$ cat src/rtl/exe_stage_ctrl_pkg.sv
// Shared widths, ALU op bit indices and the execute-stage state encoding.
// Consumed by the execute-stage controller, its bus interface and its bench.
package exe_stage_ctrl_pkg;

    localparam int DATA_W   = 32;
    localparam int REG_W    = 5;
    localparam int ALU_OP_W = 19;

    localparam int ALU_OP_ADD  = 0;
    localparam int ALU_OP_SUB  = 1;
    localparam int ALU_OP_DIV  = 15;
    localparam int ALU_OP_DIVU = 16;
    localparam int ALU_OP_MOD  = 17;
    localparam int ALU_OP_MODU = 18;

    typedef enum logic [1:0] {
        ES_EMPTY = 2'd0,
        ES_EXEC  = 2'd1,
        ES_HOLD  = 2'd2,
        ES_DRAIN = 2'd3
    } es_state_e;

    // True for any op that goes through the multi-cycle divider.
    function automatic logic is_div_op(input logic [ALU_OP_W-1:0] op);
        return op[ALU_OP_DIV] | op[ALU_OP_DIVU] | op[ALU_OP_MOD] | op[ALU_OP_MODU];
    endfunction

endpackage

$ cat src/rtl/exe_stage_ctrl_if.sv
// Execute-stage bus: decode-side request, ALU drive/return, memory-stage handoff
// and decode bypass. The controller takes the master view, its environment the slave view.
interface exe_stage_ctrl_if;
    import exe_stage_ctrl_pkg::*;

    logic                ds_to_es_valid;
    logic [ALU_OP_W-1:0] ds_alu_op;
    logic [DATA_W-1:0]   ds_src1;
    logic [DATA_W-1:0]   ds_src2;
    logic [REG_W-1:0]    ds_dest;
    logic                ds_gr_we;
    logic [DATA_W-1:0]   ds_pc;
    logic                es_allowin;

    logic [ALU_OP_W-1:0] alu_op_out;
    logic [DATA_W-1:0]   alu_src1_out;
    logic [DATA_W-1:0]   alu_src2_out;
    logic [DATA_W-1:0]   alu_result;
    logic                alu_flag;

    logic                ms_allowin;
    logic                es_to_ms_valid;
    logic [DATA_W-1:0]   es_result;
    logic [REG_W-1:0]    es_dest;
    logic                es_gr_we;
    logic [DATA_W-1:0]   es_pc;

    logic                flush;
    logic [REG_W-1:0]    es_fwd_dest;
    logic                es_fwd_ready;
    logic [DATA_W-1:0]   es_fwd_data;

    modport master (
        input  ds_to_es_valid, ds_alu_op, ds_src1, ds_src2, ds_dest, ds_gr_we, ds_pc,
        input  alu_result, alu_flag, ms_allowin, flush,
        output es_allowin, alu_op_out, alu_src1_out, alu_src2_out,
        output es_to_ms_valid, es_result, es_dest, es_gr_we, es_pc,
        output es_fwd_dest, es_fwd_ready, es_fwd_data
    );

    modport slave (
        output ds_to_es_valid, ds_alu_op, ds_src1, ds_src2, ds_dest, ds_gr_we, ds_pc,
        output alu_result, alu_flag, ms_allowin, flush,
        input  es_allowin, alu_op_out, alu_src1_out, alu_src2_out,
        input  es_to_ms_valid, es_result, es_dest, es_gr_we, es_pc,
        input  es_fwd_dest, es_fwd_ready, es_fwd_data
    );

endinterface

$ cat src/rtl/exe_stage_ctrl.sv
// LoongArch execute-stage controller: registers one instruction, waits on the ALU,
// holds the result under backpressure and drains a flushed divide. Macro ES_BYPASS_EN enables bypass data.
module exe_stage_ctrl
    import exe_stage_ctrl_pkg::*;
(
    input  logic            clk,
    input  logic            reset,
    exe_stage_ctrl_if.master bus
);

    es_state_e           state_p0;
    es_state_e           state_nxt;

    logic [ALU_OP_W-1:0] op_p0;
    logic [DATA_W-1:0]   src1_p0;
    logic [DATA_W-1:0]   src2_p0;
    logic [REG_W-1:0]    dest_p0;
    logic                gr_we_p0;
    logic [DATA_W-1:0]   pc_p0;
    logic [DATA_W-1:0]   res_p0;

    logic                st_empty;
    logic                st_exec;
    logic                st_hold;
    logic                st_drain;
    logic                done;
    logic                handoff;
    logic                allowin;
    logic                accept;
    logic                capture;

    logic [ALU_OP_W-1:0] alu_op_drv;
    logic [DATA_W-1:0]   result_drv;
    logic [REG_W-1:0]    fwd_dest_drv;

    assign st_empty = (state_p0 == ES_EMPTY);
    assign st_exec  = (state_p0 == ES_EXEC);
    assign st_hold  = (state_p0 == ES_HOLD);
    assign st_drain = (state_p0 == ES_DRAIN);

    assign done     = (st_exec & bus.alu_flag) | st_hold;
    assign handoff  = done & bus.ms_allowin;
    // Held low during reset so the stage only opens once reset is released.
    assign allowin  = ~reset & (st_empty | handoff) & ~st_drain;
    assign accept   = bus.ds_to_es_valid & allowin & ~bus.flush;
    assign capture  = st_exec & bus.alu_flag & ~bus.ms_allowin & ~bus.flush;

    // ---- stage p0: state register ----
    always_ff @(posedge clk) begin
        if (reset) begin
            state_p0 <= ES_EMPTY;
        end else begin
            state_p0 <= state_nxt;
        end
    end

    always_comb begin
        state_nxt = state_p0;
        unique case (state_p0)
            ES_EMPTY: begin
                if (accept) begin
                    state_nxt = ES_EXEC;
                end
            end
            ES_EXEC: begin
                if (bus.flush) begin
                    // A divide still in flight must finish before the ALU is free again.
                    state_nxt = bus.alu_flag ? ES_EMPTY : ES_DRAIN;
                end else if (bus.alu_flag) begin
                    if (bus.ms_allowin) begin
                        state_nxt = accept ? ES_EXEC : ES_EMPTY;
                    end else begin
                        state_nxt = ES_HOLD;
                    end
                end
            end
            ES_HOLD: begin
                if (bus.flush) begin
                    state_nxt = ES_EMPTY;
                end else if (bus.ms_allowin) begin
                    state_nxt = accept ? ES_EXEC : ES_EMPTY;
                end
            end
            ES_DRAIN: begin
                if (bus.alu_flag) begin
                    state_nxt = ES_EMPTY;
                end
            end
            default: state_nxt = ES_EMPTY;
        endcase
    end

    // ---- stage p0: instruction and captured-result registers ----
    always_ff @(posedge clk) begin
        if (reset) begin
            op_p0    <= '0;
            src1_p0  <= '0;
            src2_p0  <= '0;
            dest_p0  <= '0;
            gr_we_p0 <= 1'b0;
            pc_p0    <= '0;
            res_p0   <= '0;
        end else begin
            if (accept) begin
                op_p0    <= bus.ds_alu_op;
                src1_p0  <= bus.ds_src1;
                src2_p0  <= bus.ds_src2;
                dest_p0  <= bus.ds_dest;
                gr_we_p0 <= bus.ds_gr_we;
                pc_p0    <= bus.ds_pc;
            end
            if (capture) begin
                res_p0 <= bus.alu_result;
            end
        end
    end

    // Op is withdrawn in HOLD so the divider never sees the same request twice.
    always_comb begin
        alu_op_drv   = '0;
        result_drv   = '0;
        fwd_dest_drv = '0;
        unique case (state_p0)
            ES_EXEC: begin
                alu_op_drv   = op_p0;
                result_drv   = bus.alu_result;
                fwd_dest_drv = gr_we_p0 ? dest_p0 : '0;
            end
            ES_HOLD: begin
                result_drv   = res_p0;
                fwd_dest_drv = gr_we_p0 ? dest_p0 : '0;
            end
            ES_DRAIN: begin
                alu_op_drv   = op_p0;
            end
            default: begin
                alu_op_drv   = '0;
            end
        endcase
    end

    assign bus.es_allowin     = allowin;
    assign bus.alu_op_out     = alu_op_drv;
    assign bus.alu_src1_out   = src1_p0;
    assign bus.alu_src2_out   = src2_p0;
    assign bus.es_to_ms_valid = done;
    assign bus.es_result      = result_drv;
    assign bus.es_dest        = dest_p0;
    assign bus.es_gr_we       = gr_we_p0;
    assign bus.es_pc          = pc_p0;
    assign bus.es_fwd_dest    = fwd_dest_drv;

`ifdef ES_BYPASS_EN
    assign bus.es_fwd_ready   = done & gr_we_p0;
    assign bus.es_fwd_data    = result_drv;
`else
    // Destination is still published so decode stalls on the hazard instead.
    assign bus.es_fwd_ready   = 1'b0;
    assign bus.es_fwd_data    = '0;
`endif

endmodule

$ cat src/flat_wrapper.sv
// flat-port wrapper written by rule: the top's interface ports become plain ports
module exe_stage_ctrl_flat import exe_stage_ctrl_pkg::*;
  (clk, reset, bus_ds_to_es_valid, bus_ds_alu_op, bus_ds_src1, bus_ds_src2, bus_ds_dest, bus_ds_gr_we, bus_ds_pc, bus_alu_result, bus_alu_flag, bus_ms_allowin, bus_flush, bus_es_allowin, bus_alu_op_out, bus_alu_src1_out, bus_alu_src2_out, bus_es_to_ms_valid, bus_es_result, bus_es_dest, bus_es_gr_we, bus_es_pc, bus_es_fwd_dest, bus_es_fwd_ready, bus_es_fwd_data);
  exe_stage_ctrl_if bus_i ();
  input  logic clk;
  input  logic reset;
  input wire logic [$bits(bus_i.ds_to_es_valid)-1:0] bus_ds_to_es_valid;
  input wire logic [$bits(bus_i.ds_alu_op)-1:0] bus_ds_alu_op;
  input wire logic [$bits(bus_i.ds_src1)-1:0] bus_ds_src1;
  input wire logic [$bits(bus_i.ds_src2)-1:0] bus_ds_src2;
  input wire logic [$bits(bus_i.ds_dest)-1:0] bus_ds_dest;
  input wire logic [$bits(bus_i.ds_gr_we)-1:0] bus_ds_gr_we;
  input wire logic [$bits(bus_i.ds_pc)-1:0] bus_ds_pc;
  input wire logic [$bits(bus_i.alu_result)-1:0] bus_alu_result;
  input wire logic [$bits(bus_i.alu_flag)-1:0] bus_alu_flag;
  input wire logic [$bits(bus_i.ms_allowin)-1:0] bus_ms_allowin;
  input wire logic [$bits(bus_i.flush)-1:0] bus_flush;
  output wire logic [$bits(bus_i.es_allowin)-1:0] bus_es_allowin;
  output wire logic [$bits(bus_i.alu_op_out)-1:0] bus_alu_op_out;
  output wire logic [$bits(bus_i.alu_src1_out)-1:0] bus_alu_src1_out;
  output wire logic [$bits(bus_i.alu_src2_out)-1:0] bus_alu_src2_out;
  output wire logic [$bits(bus_i.es_to_ms_valid)-1:0] bus_es_to_ms_valid;
  output wire logic [$bits(bus_i.es_result)-1:0] bus_es_result;
  output wire logic [$bits(bus_i.es_dest)-1:0] bus_es_dest;
  output wire logic [$bits(bus_i.es_gr_we)-1:0] bus_es_gr_we;
  output wire logic [$bits(bus_i.es_pc)-1:0] bus_es_pc;
  output wire logic [$bits(bus_i.es_fwd_dest)-1:0] bus_es_fwd_dest;
  output wire logic [$bits(bus_i.es_fwd_ready)-1:0] bus_es_fwd_ready;
  output wire logic [$bits(bus_i.es_fwd_data)-1:0] bus_es_fwd_data;
  assign bus_i.ds_to_es_valid = bus_ds_to_es_valid;
  assign bus_i.ds_alu_op = bus_ds_alu_op;
  assign bus_i.ds_src1 = bus_ds_src1;
  assign bus_i.ds_src2 = bus_ds_src2;
  assign bus_i.ds_dest = bus_ds_dest;
  assign bus_i.ds_gr_we = bus_ds_gr_we;
  assign bus_i.ds_pc = bus_ds_pc;
  assign bus_i.alu_result = bus_alu_result;
  assign bus_i.alu_flag = bus_alu_flag;
  assign bus_i.ms_allowin = bus_ms_allowin;
  assign bus_i.flush = bus_flush;
  assign bus_es_allowin = bus_i.es_allowin;
  assign bus_alu_op_out = bus_i.alu_op_out;
  assign bus_alu_src1_out = bus_i.alu_src1_out;
  assign bus_alu_src2_out = bus_i.alu_src2_out;
  assign bus_es_to_ms_valid = bus_i.es_to_ms_valid;
  assign bus_es_result = bus_i.es_result;
  assign bus_es_dest = bus_i.es_dest;
  assign bus_es_gr_we = bus_i.es_gr_we;
  assign bus_es_pc = bus_i.es_pc;
  assign bus_es_fwd_dest = bus_i.es_fwd_dest;
  assign bus_es_fwd_ready = bus_i.es_fwd_ready;
  assign bus_es_fwd_data = bus_i.es_fwd_data;
  exe_stage_ctrl u_core (.clk(clk), .reset(reset), .bus(bus_i));
endmodule
$ cat config.mk
export PLATFORM = sky130hd
export DESIGN_NAME = exe_stage_ctrl_flat
export DESIGN_NICKNAME = d
export VERILOG_FILES = /design/src/rtl/exe_stage_ctrl_pkg.sv /design/src/rtl/exe_stage_ctrl_if.sv /design/src/rtl/exe_stage_ctrl.sv /design/src/flat_wrapper.sv
export SDC_FILE = /design/constraint.sdc
export NUM_CORES = 1
export LEC_CHECK = 0
export BUFFER_PORTS_ARGS = -buffer_cell sky130_fd_sc_hd__buf_2
export CAP_MARGIN = 20
export CORE_ASPECT_RATIO = 0.9
export CORE_MARGIN = 2
export CORE_UTILIZATION = 34
export DETAILED_ROUTE_END_ITERATION = 7
export SLEW_MARGIN = 5
export SYNTH_ARGS = -nofsm -noshare
export SYNTH_HDL_FRONTEND = slang
export SYNTH_SLANG_ARGS = --single-unit
$ cat constraint.sdc
create_clock -name clk -period 2.5 [get_ports clk]
set_input_delay 0.625 -clock clk [delete_from_list [all_inputs] [get_ports clk]]
set_output_delay 0.625 -clock clk [all_outputs]
set_load 0.1 [all_outputs]
==> key figures <==
Clocking
  – Later-pin clock latency in the skew report: roughly 0.42 ns
  – Clk slew on worst S/H paths: 0.07 ns
  – CTS Root Cell: clkbuf_16
  – Clk sink count: 155
  – CTS tree: built
  – Clock Path Buffers: 2
  – Max H-tree Level: 4
  – CTS buffer count: 17
  – Hold-fix buffer count after cts: 0

Worst setup path
  – Slowest cell on the critical path: or4_4
  – Crit path kind: register to output pin
  – Critical Path RT: 1.88 ns
  – Worst r2r dst: u_core.state_p0[0]$_SDFFE_PP0P_
  – Critical path, cell by cell: inv_4, ha_4, a211oi_2, or4_4, clkinv_4, buf_12
  – CP endpoint kind: output pin
  – CP arrival: 1.88 ns
  – R2r setup slk: ~0.22 ns
  – Crit-path max cell delay: around 0.53 ns
  – R2r startpoint: u_core.state_p0[1]$_SDFFE_PP0P_
  – R2R cell count: 10
  – Critical Path Fanout Max: 4
  – Critical Path Source Type: register

Logic synthesis
  – Seq/Total Area, Yosys: 45.5%
  – Synth Area per Inst: around 7.9 um2
  – Share of the synthesized area in the top cell type: 45.5%
  – Cells after Synth: roughly 860
  – Async S/R FF share, synth: 0%
  – Synth Cell Area: 0.00682 mm2
  – Post-synth top cells: 155 x dfxtp_1, 153 x a21oi_1, 124 x o21ai_0, 122 x nand3_1, 71 x clkbuf_1
  – Dominant cells by area after synthesis: dfxtp_1 45%, a21oi_1 11%, o21ai_0 9.1%
  – Most common cell in the netlist: dfxtp_1
  – Synth Flop Type: dfxtp_1
  – Number of enable flip-flop cells after synthesis: 0
  – Synth unique cells: 29
  – FF+latch count, synth: 155
  – Synth area leader: dfxtp_1
  – Synth warn: 0

Route
  – DR top layer: met4
  – WL final: ~22000 um
  – Metal1 wirelength: 9290 um
  – Met2 routed WL: 10700 um
  – Met3 WL: between 1500 and 2000 um
  – Initial DRC count: 510
  – Post-route ant nets: 0
  – Via density: ~5
  – # DRC: 0
  – First drt pass iteration count: 5
  – Vias after detailed routing: 7053
  – Wire length per cell: 15.8 um

Power and ir drop
  – Leak: 4.11 nW
  – Combinational Power Share: 29.4%
  – Cell Pwr Density: 714 mW/mm2
  – Seq pwr share: 35.3%
  – Worst vdd ir: 431 uV
  – Switch share: a little under two fifths
  – P_int: 4.63 mW
  – Sw Pwr: ~2.7 mW
  – Clock power frac: 35.3%
  – Tot Pwr: 7.36 mW

Die
  – Die Area: roughly 0.021 mm2
  – Ports: around 350
  – Die Wd: 153 um
  – Chip Height: 138 um
  – Core ar.: around 0.020 mm2
  – Starting density of the core: 34.5%
  – Row cnt: 49

Cells and area
  – Area Overhead vs Synth: 51.1%
  – Layout fillers: 1857
  – Final Non-Filler Cells: 1399
  – Final nets: approximately 1300
  – Design area: 0.0103 mm2
  – Share of cells above drive strength 1: between 30% and 40%
  – Area of the multi-input gates: 0.00354 mm2
  – FF+latch area: a little over 0.003 mm2
  – Util after Layout: 52.1%

Place
  – Buffers on Ports: ~320
  – Worst slack, placed: around 0.15 ns
  – Area of placed instances: 0.00959 mm2
  – GPL Wtd Cong: approximately 0.8
  – Post-DP HPWL: 14300 um
  – Placed Cells: between 1000 and 1500

GRT
  – Overflow after GRT: 0
  – Initial antenna violation count: 1
  – Pin count of the biggest net entering global routing: roughly 160
  – Total Routing Usage GR: 20.3%
  – Vias in the first global route: 6683
  – Global-route wire length before repair: 35400 um

Worst hold path
  – WHS Endpoint: u_core.op_p0[16]$_SDFFE_PP0P_
  – Hold Startpoint: bus_ds_alu_op[16]
  – Hold Path Depth: 3
  – Hold crit path type: input port to register

STA
  – Setup TNS: -0.00359 ns
  – Final Cycle Share: 100%
  – Final Hold Slack: 0.446 ns
  – Relative slew margins: around 48%
  – Fin. Hold Viols: 0
  – RSZ-0062 raised after global routing: true
  – Clk_skew: around 0.0096 ns
  – Tmin final: 2.50 ns
  – Final Setup Violations: 1
  – Final worst slack: -0.00359 ns
  – Max-slew violations: 0
  – Slew @ Worst Pin: 0.787 ns
  – Max Clock Freq: roughly 400 MHz

Status
  – Outcome: finished with violations
  – Failing checks: negative setup slack

Flow run
  – Max-capacitance violation count: 0
[sequential cells by signal, indices dropped and copies added, names as in the netlist]
register and cells:
u_core.op_p0 19, u_core.bus.alu_src2_out 32, u_core.bus.es_gr_we 1, u_core.bus.alu_src1_out 32
u_core.state_p0 2, u_core.bus.es_dest 5, u_core.res_p0 32, u_core.bus.es_pc 32
[timing repair]
| action | CTS | global route |
|---|---|---|
| buffers inserted | 1 | 2 |
| pin swaps | 1 | 2 |
| resized for setup | 16 | 12 |
| setup endpoints to repair | 58 | 54 |
[area by class of cell]
cell class	count	share of cell area, %
Timing Repair Buffer	338	26.4
Multi-Input combinational cell	613	34.3
Inverter	6	0.315
Sequential cell	155	30.2
Clock inverter	14	1.55
Tap cell	255	3.09
Clock buffer	17	4.13
Antenna cell	1	0.0243
[layer usage]
metal,GRT usage (%),vias to the layer above
met2,32.4,246
met5,0,-
met3,6.87,33
li1,-,3488
met4,7.36,0
met1,25.7,3286
[placed cells by master, fill, tap and decap left out, drive strengths merged, types with 4 or more instances in the layout]
| master | count |
|---|---|
| clkbuf | 17 |
| and3 | 6 |
| a21oi | 153 |
| nand2 | 69 |
| a22oi | 32 |
| ha | 5 |
| inv | 12 |
| dfxtp | 155 |
| nor2 | 4 |
| o21ai | 124 |
| nand3 | 122 |
| conb | 33 |
| buf | 338 |
| nor2b | 53 |
[worst max path at each step]
| stage | start | to | depth (start not counted) |
|---|---|---|---|
| 2_1_floorplan | u_core.state_p0[1]$_SDFFE_PP0P_ | bus_alu_op_out[11] | 6 |
| 3_3_place_gp | bus_alu_flag | bus_es_allowin | 5 |
| 3_5_place_dp | bus_alu_flag | bus_es_allowin | 5 |
| 4_1_cts | u_core.state_p0[0]$_SDFFE_PP0P_ | bus_es_allowin | 6 |
| 5_1_grt | u_core.state_p0[1]$_SDFFE_PP0P_ | bus_es_allowin | 6 |
| 6_report | u_core.state_p0[1]$_SDFFE_PP0P_ | bus_es_allowin | 6 |
[power groups by stage]
stage	clock network (mW)	registers [mW]	logic, mW
final	2.60	2.60	2.16
after floorplan	0	3.09	1.19
after global routing	2.77	2.61	2.27
after CTS	2.66	2.60	2.15
after detailed placement	0	2.65	2.13
after global placement	0	2.65	2.12
[cells by family (layout without fill, tap and decap cells)]
| logic type | after synthesis | in the layout | synth area share [%] |
|---|---|---|---|
| AOI/OAI and AO/OA | 315 | 315 | 24.5 |
| and+or+nand+nor | 259 | 259 | 18.8 |
| DFF | 155 | 155 | 45.5 |
| buffers and inverters | 128 | 375 | 10.1 |
| adders and majority gates | 5 | 5 | 0.917 |
| other | 1 | 34 | 0.0550 |
| muxes | 1 | 1 | 0.147 |
[critical path: cells and delay by family (launching register included)]
| family | cells | cell delay [ns] |
|---|---|---|
| AND/OR/NAND/NOR | 1 | 0.53 |
| flip-flops | 1 | 0.37 |
| buffers and inverters | 3 | 0.33 |
| adder cells (fa/ha/maj) | 1 | 0.16 |
| AO/OA/AOI/OAI | 1 | 0.07 |
No activity file was read; power rests on OpenSTA's default activity.
